[config.mk]
export PLATFORM = sky130hd
export DESIGN_NAME = jt51_pg_regs
export DESIGN_NICKNAME = d
export VERILOG_FILES = /design/src/rtl/jt51_pg_regs.sv
export SDC_FILE = /design/constraint.sdc
export NUM_CORES = 1
export LEC_CHECK = 0
export ABC_AREA = 1
export BUFFER_PORTS_ARGS = -buffer_cell sky130_fd_sc_hd__buf_2
export CORE_UTILIZATION = 39
export DETAILED_ROUTE_END_ITERATION = 12
export GPL_TIMING_DRIVEN = 0
export PLACE_DENSITY = 0.59
export RECOVER_POWER = 50
export SYNTH_ARGS = -nofsm -noshare
export SYNTH_HDL_FRONTEND = slang
export SYNTH_SLANG_ARGS = --single-unit
[constraint.sdc]
create_clock -name clk -period 31.9 [get_ports clk]
set_input_delay 3.19 -clock clk [delete_from_list [all_inputs] [get_ports clk]]
set_output_delay 3.19 -clock clk [all_outputs]
set_load 0.02 [all_outputs]
[src/rtl/jt51_pg_regs.sv]
// Phase-generator register file: a 32-slot sweep presents per-slot and per-channel settings, with all outputs registered on cen.
// A data write is captured at once and commits on the next cen; busy then blocks further data writes for 32 cen pulses.
module jt51_pg_regs (
   input  logic       clk,
   input  logic       rst,
   input  logic       cen,
   input  logic       wr,
   input  logic       a0,
   input  logic [7:0] din,
   output logic       busy,
   output logic       zero,
   output logic [4:0] cnt_I,
   output logic [6:0] kc_I,
   output logic [5:0] kf_I,
   output logic [2:0] pms_I,
   output logic [1:0] dt2_I,
   output logic [2:0] dt1_II,
   output logic [3:0] mul_VI
);

   logic [4:0] cnt_q, cnt_d;
   logic [7:0] addr_q, addr_d;
   logic       pend_vld_q, pend_vld_d;
   logic [7:0] pend_addr_q, pend_addr_d;
   logic [7:0] pend_dat_q, pend_dat_d;
   logic [5:0] busy_cnt_q, busy_cnt_d;

   logic [2:0] dt1_q [32];
   logic [2:0] dt1_d [32];
   logic [3:0] mul_q [32];
   logic [3:0] mul_d [32];
   logic [1:0] dt2_q [32];
   logic [1:0] dt2_d [32];
   logic [6:0] kc_q  [8];
   logic [6:0] kc_d  [8];
   logic [5:0] kf_q  [8];
   logic [5:0] kf_d  [8];
   logic [2:0] pms_q [8];
   logic [2:0] pms_d [8];

   logic [6:0] kc_out_q, kc_out_d;
   logic [5:0] kf_out_q, kf_out_d;
   logic [2:0] pms_out_q, pms_out_d;
   logic [1:0] dt2_out_q, dt2_out_d;
   logic [2:0] dt1_out_q, dt1_out_d;
   logic [3:0] mul_out_q, mul_out_d;

   logic       accept;
   logic [4:0] cnt_nx;
   logic [4:0] slot_vi;

   assign accept  = wr & a0 & (busy_cnt_q == 6'd0);
   assign cnt_nx  = cnt_q + 5'd1;
   assign slot_vi = cnt_nx - 5'd5;

   always_comb begin
      cnt_d       = cnt_q;
      addr_d      = addr_q;
      pend_vld_d  = pend_vld_q;
      pend_addr_d = pend_addr_q;
      pend_dat_d  = pend_dat_q;
      busy_cnt_d  = busy_cnt_q;
      dt1_d       = dt1_q;
      mul_d       = mul_q;
      dt2_d       = dt2_q;
      kc_d        = kc_q;
      kf_d        = kf_q;
      pms_d       = pms_q;
      kc_out_d    = kc_out_q;
      kf_out_d    = kf_out_q;
      pms_out_d   = pms_out_q;
      dt2_out_d   = dt2_out_q;
      dt1_out_d   = dt1_out_q;
      mul_out_d   = mul_out_q;

      if (wr && !a0) addr_d = din;

      if (cen) begin
         cnt_d = cnt_nx;
         // Outputs read storage before this edge's commit, so a slot never changes mid-visit.
         kc_out_d  = kc_q[cnt_nx[2:0]];
         kf_out_d  = kf_q[cnt_nx[2:0]];
         pms_out_d = pms_q[cnt_nx[2:0]];
         dt2_out_d = dt2_q[cnt_nx];
         dt1_out_d = dt1_q[cnt_q];
         mul_out_d = mul_q[slot_vi];
         if (busy_cnt_q != 6'd0) busy_cnt_d = busy_cnt_q - 6'd1;
         if (pend_vld_q) begin
            pend_vld_d = 1'b0;
            if (pend_addr_q[7:3] == 5'b00101) kc_d[pend_addr_q[2:0]] = pend_dat_q[6:0];
            if (pend_addr_q[7:3] == 5'b00110) kf_d[pend_addr_q[2:0]] = pend_dat_q[7:2];
            if (pend_addr_q[7:3] == 5'b00111) pms_d[pend_addr_q[2:0]] = pend_dat_q[6:4];
            if (pend_addr_q[7:5] == 3'b010) begin
               dt1_d[pend_addr_q[4:0]] = pend_dat_q[6:4];
               mul_d[pend_addr_q[4:0]] = pend_dat_q[3:0];
            end
            if (pend_addr_q[7:5] == 3'b110) dt2_d[pend_addr_q[4:0]] = pend_dat_q[7:6];
         end
      end

      // Unmapped addresses still load the busy counter; decode only matters at commit.
      if (accept) begin
         pend_vld_d  = 1'b1;
         pend_addr_d = addr_q;
         pend_dat_d  = din;
         busy_cnt_d  = 6'd32;
      end
   end

   always_ff @(posedge clk or posedge rst) begin
      if (rst) begin
         cnt_q       <= '0;
         addr_q      <= '0;
         pend_vld_q  <= 1'b0;
         pend_addr_q <= '0;
         pend_dat_q  <= '0;
         busy_cnt_q  <= '0;
         for (int i = 0; i < 32; i++) begin
            dt1_q[i] <= '0;
            mul_q[i] <= '0;
            dt2_q[i] <= '0;
         end
         for (int i = 0; i < 8; i++) begin
            kc_q[i]  <= '0;
            kf_q[i]  <= '0;
            pms_q[i] <= '0;
         end
         kc_out_q  <= '0;
         kf_out_q  <= '0;
         pms_out_q <= '0;
         dt2_out_q <= '0;
         dt1_out_q <= '0;
         mul_out_q <= '0;
      end else begin
         cnt_q       <= cnt_d;
         addr_q      <= addr_d;
         pend_vld_q  <= pend_vld_d;
         pend_addr_q <= pend_addr_d;
         pend_dat_q  <= pend_dat_d;
         busy_cnt_q  <= busy_cnt_d;
         dt1_q       <= dt1_d;
         mul_q       <= mul_d;
         dt2_q       <= dt2_d;
         kc_q        <= kc_d;
         kf_q        <= kf_d;
         pms_q       <= pms_d;
         kc_out_q    <= kc_out_d;
         kf_out_q    <= kf_out_d;
         pms_out_q   <= pms_out_d;
         dt2_out_q   <= dt2_out_d;
         dt1_out_q   <= dt1_out_d;
         mul_out_q   <= mul_out_d;
      end
   end

   assign busy   = (busy_cnt_q != 6'd0);
   assign zero   = (cnt_q == 5'd0);
   assign cnt_I  = cnt_q;
   assign kc_I   = kc_out_q;
   assign kf_I   = kf_out_q;
   assign pms_I  = pms_out_q;
   assign dt2_I  = dt2_out_q;
   assign dt1_II = dt1_out_q;
   assign mul_VI = mul_out_q;

endmodule

==> flow_summary.ini <==
[logic_synthesis]
ys_async_sr_fraction = 1.00
synth-seq-area-share = 0.567
synth_adder_area_share = 0.00238
syn-cell-area_mm2 = 0.0211
synth_mux_area_frac = 0.000534
ys_warn_count = 0
synth_top_family_by_area = simple AND/OR/NAND/NOR gates
syn-num-nets = 2568
yosys_register_bits = 477
syn_area_per_cell_um2 = 8.26
synth_top_area_frac = 0.567
synth_top_area_cell = dfrtp_1
yosys.area_share.simple = 0.234
synth_edf_count = 0
synth_xor_area_frac = 0.00249
netlist_top_cells_area = dfrtp_1, nand2_1, o21ai_0
synth-compound-area-share = 0.151
ys_types = 31
ys.flop_type = dfrtp_1
syn-instance-count = 2551

[placement]
dp_hpwl_mm = 50.5
port_buffers = 44
place_area_mm2 = 0.0222
dpl.cell_count = 3286
place_congestion = 0.949

[finish]
drive_gt1_frac = 0.0724
post-route-cell-area_mm2 = 0.0240
areaGrowthSynthToFinish_pct = 13.8
layoutNonFillerInstCount = 3383
nNetsFinal = 2670

[sta]
rsz0062_at_grt = false
slew_headroom = -3.68
period_needed_ns = 11.80
whs_ns = 0.473
setup_tns_ns = 0
finalSetupViolations = 0
slew_viol_final = 484
worst_pin_slew_ns = 7.02
finalCritPeriodShare = 0.370
clock_skew_ns = 0.0339
timing_hold_violations_final = 0
fmax_mhz = 84.7

[hold_path]
hold_path.class = flop to flop

[critical_path]
max_stage_delay_ns = 5.04
slowest_stage = clkbuf_1
critPathMaxFanout = 131
cp-end-kind = async pin
crit_chain = buf_2 > clkinvlp_2 > clkbuf_1
worstSetupPathType = input port to async pin
crit_required_ns = 30.88
crit_path_start_kind = input port
cp_num_buf_inv = 3
critical-path-top-delay-family = buffers and inverters
worst_ep_arrival_time_ns = 10.79

[clock_network]
cts_tree = built
cts.clk_slew.worst_paths_ns = 0.06
htreeDepth = 2
numCtsBuffers = 53
holdBufCountCts = 0
clk_path_buf_depth = 3
insertion_delay_ns = 0.62
cts.sinks = 477
cts_resized = 0
post_cts_buffers = 0
cts_root_buf = clkbuf_16

[power]
power_frac_comb = 0.349
p_int_w = 0.00115
switching_share = 0.423
p_seq_frac = 0.330
p_clk_frac = 0.321
p_sw_w = 0.000841
vdd.ir_drop.worst_v = 0.0000455
p_leak_nw = 10.9
power_density_mw_per_mm2 = 82.9

[global_route]
grt_overflow = 0
grt_use_total = 0.268
grt_pass1_vias = 17800
antenna_found_initial = 1
grt_max_degree = 132
grt_pass1_wl_mm = 110

[routing]
wl_met1_mm = 32.1
drt-total-wl_mm = 72.1
wire_per_inst_um = 21.3
dr_wl_met2_mm = 31.8
drc = 0
wl_met3_mm = 5.54
drt_iter0_drc = 2220
vias_per_cell = 5.50
dr.max_layer_used = met4
antenna_left = 0
drtPass1Iterations = 6
num_vias = 18600

[die]
die_h_um = 234
dieArea_mm2 = 0.0550
initial_core_util = 0.398
die_w_um = 234
core_area_mm2 = 0.0530
io_pins = 45
rows = 84

[flow_run]
maxCapViolations = 4

[run_status]
violations = max-capacitance violations, max-slew violations
outcome = finished, violations left
[per-stage QoR]
stage	power, W	util	setup WS (ns)
3_3_place_gp	0.00134	0.418	10.28
4_1_cts	0.00198	0.454	25.67
6_report	0.00199	0.453	20.10
2_1_floorplan	0.00103	-	15.40
3_5_place_dp	0.00134	0.420	26.31
5_1_grt	0.00206	0.453	18.16
[Yosys cell counts, drive strengths merged (2+ instances only)]
cell type and number:
nand2 973, o21ai 487, dfrtp 477, nor2 138
clkbuf 113, nand3 106, buf 55, inv 53
a22oi 45, a21oi 30, nand4 24, o211ai 18
a221oi 9, xor2 5, ha 4, a211o 3
clkinv 2, nor3 2, nor4 2
[metal layers]
metal  global-route usage  vias up
li1                     -     8594
met1                0.385     9094
met2                0.411      774
met3               0.0432      152
met4               0.0958        0
met5                    0        -
[layout by cell type (no fill, tap or decap), types with 18 or more instances in the layout]
cell type	netlist	layout
dfrtp_1	477	477
o21ai_0	487	487
o211ai_1	18	18
clkbuf_1	113	129
nand2_1	968	968
nor2_1	135	135
clkbuf_16	0	54
a21oi_1	30	30
buf_2	51	93
nand3_1	106	106
a22oi_1	45	45
nand4_1	24	24
inv_1	50	49
[final timing paths]
kind | from | end | slack [ns] | cells after the start
setup / recovery | rst | mul_q[109] | 20.10 | 3
hold / removal | dt1_II[2] | dt1_II[2] | 0.47 | 2
setup reg to reg | cnt_I[0] | dt2_I[1] | 27.60 | 15
hold reg to reg | dt1_II[2] | dt1_II[2] | 0.47 | 2
max in group clk | cnt_I[0] | zero | 25.59 | 9
min in group asynchronous | rst | cnt_I[2] | 3.81 | 2
[worst reg2reg max path: cells and delay by family (launching register included)]
family,cells,cell delay [ns]
fa+ha+maj,1,0.33
flops,1,0.47
buf+inv,7,2.41
simple gates,6,0.80
compound gates,1,0.22
[final cells by class]
| class | instances | area (µm²) |
|---|---|---|
| fillers | 5295 | 29000 |
| inverters | 55 | 208 |
| diodes | 1 | 2.50 |
| clock buffers | 78 | 1570 |
| flip-flops and latches | 477 | 11900 |
| clock inverters | 18 | 244 |
| plain buffers | 168 | 701 |
| multi-input cells | 1851 | 8230 |
| well taps | 688 | 861 |
| repair buffers | 47 | 230 |
[cells by family after synthesis]
logic type / after synthesis
and+or+nand+nor: 1246
AOI/OAI and AO/OA: 594
DFF: 477
buffers and inverters: 223
xor gates and xnor gates: 6
adders and majority gates: 4
muxes: 1
[power groups by stage]
stage | clock network [W] | registers [W] | logic (W)
after floorplan | 0 | 0.000668 | 0.000365
after global placement | 0 | 0.000666 | 0.000676
after detailed placement | 0 | 0.000665 | 0.000679
after CTS | 0.000646 | 0.000655 | 0.000682
after global routing | 0.000670 | 0.000659 | 0.000731
final | 0.000637 | 0.000656 | 0.000694
[state kept, by name (all words and copies together) (netlist names)]
name / cells
addr_q: 8
kc_I: 7
pend_vld_q: 1
pend_dat_q: 8
dt2_I: 2
dt2_q: 64
pms_q: 24
pms_I: 3
cnt_I: 5
kc_q: 56
kf_q: 48
mul_VI: 4
pend_addr_q: 8
mul_q: 128
dt1_q: 96
kf_I: 6
busy_cnt_q: 6
dt1_II: 3
Power figures use the tool's default switching activity.
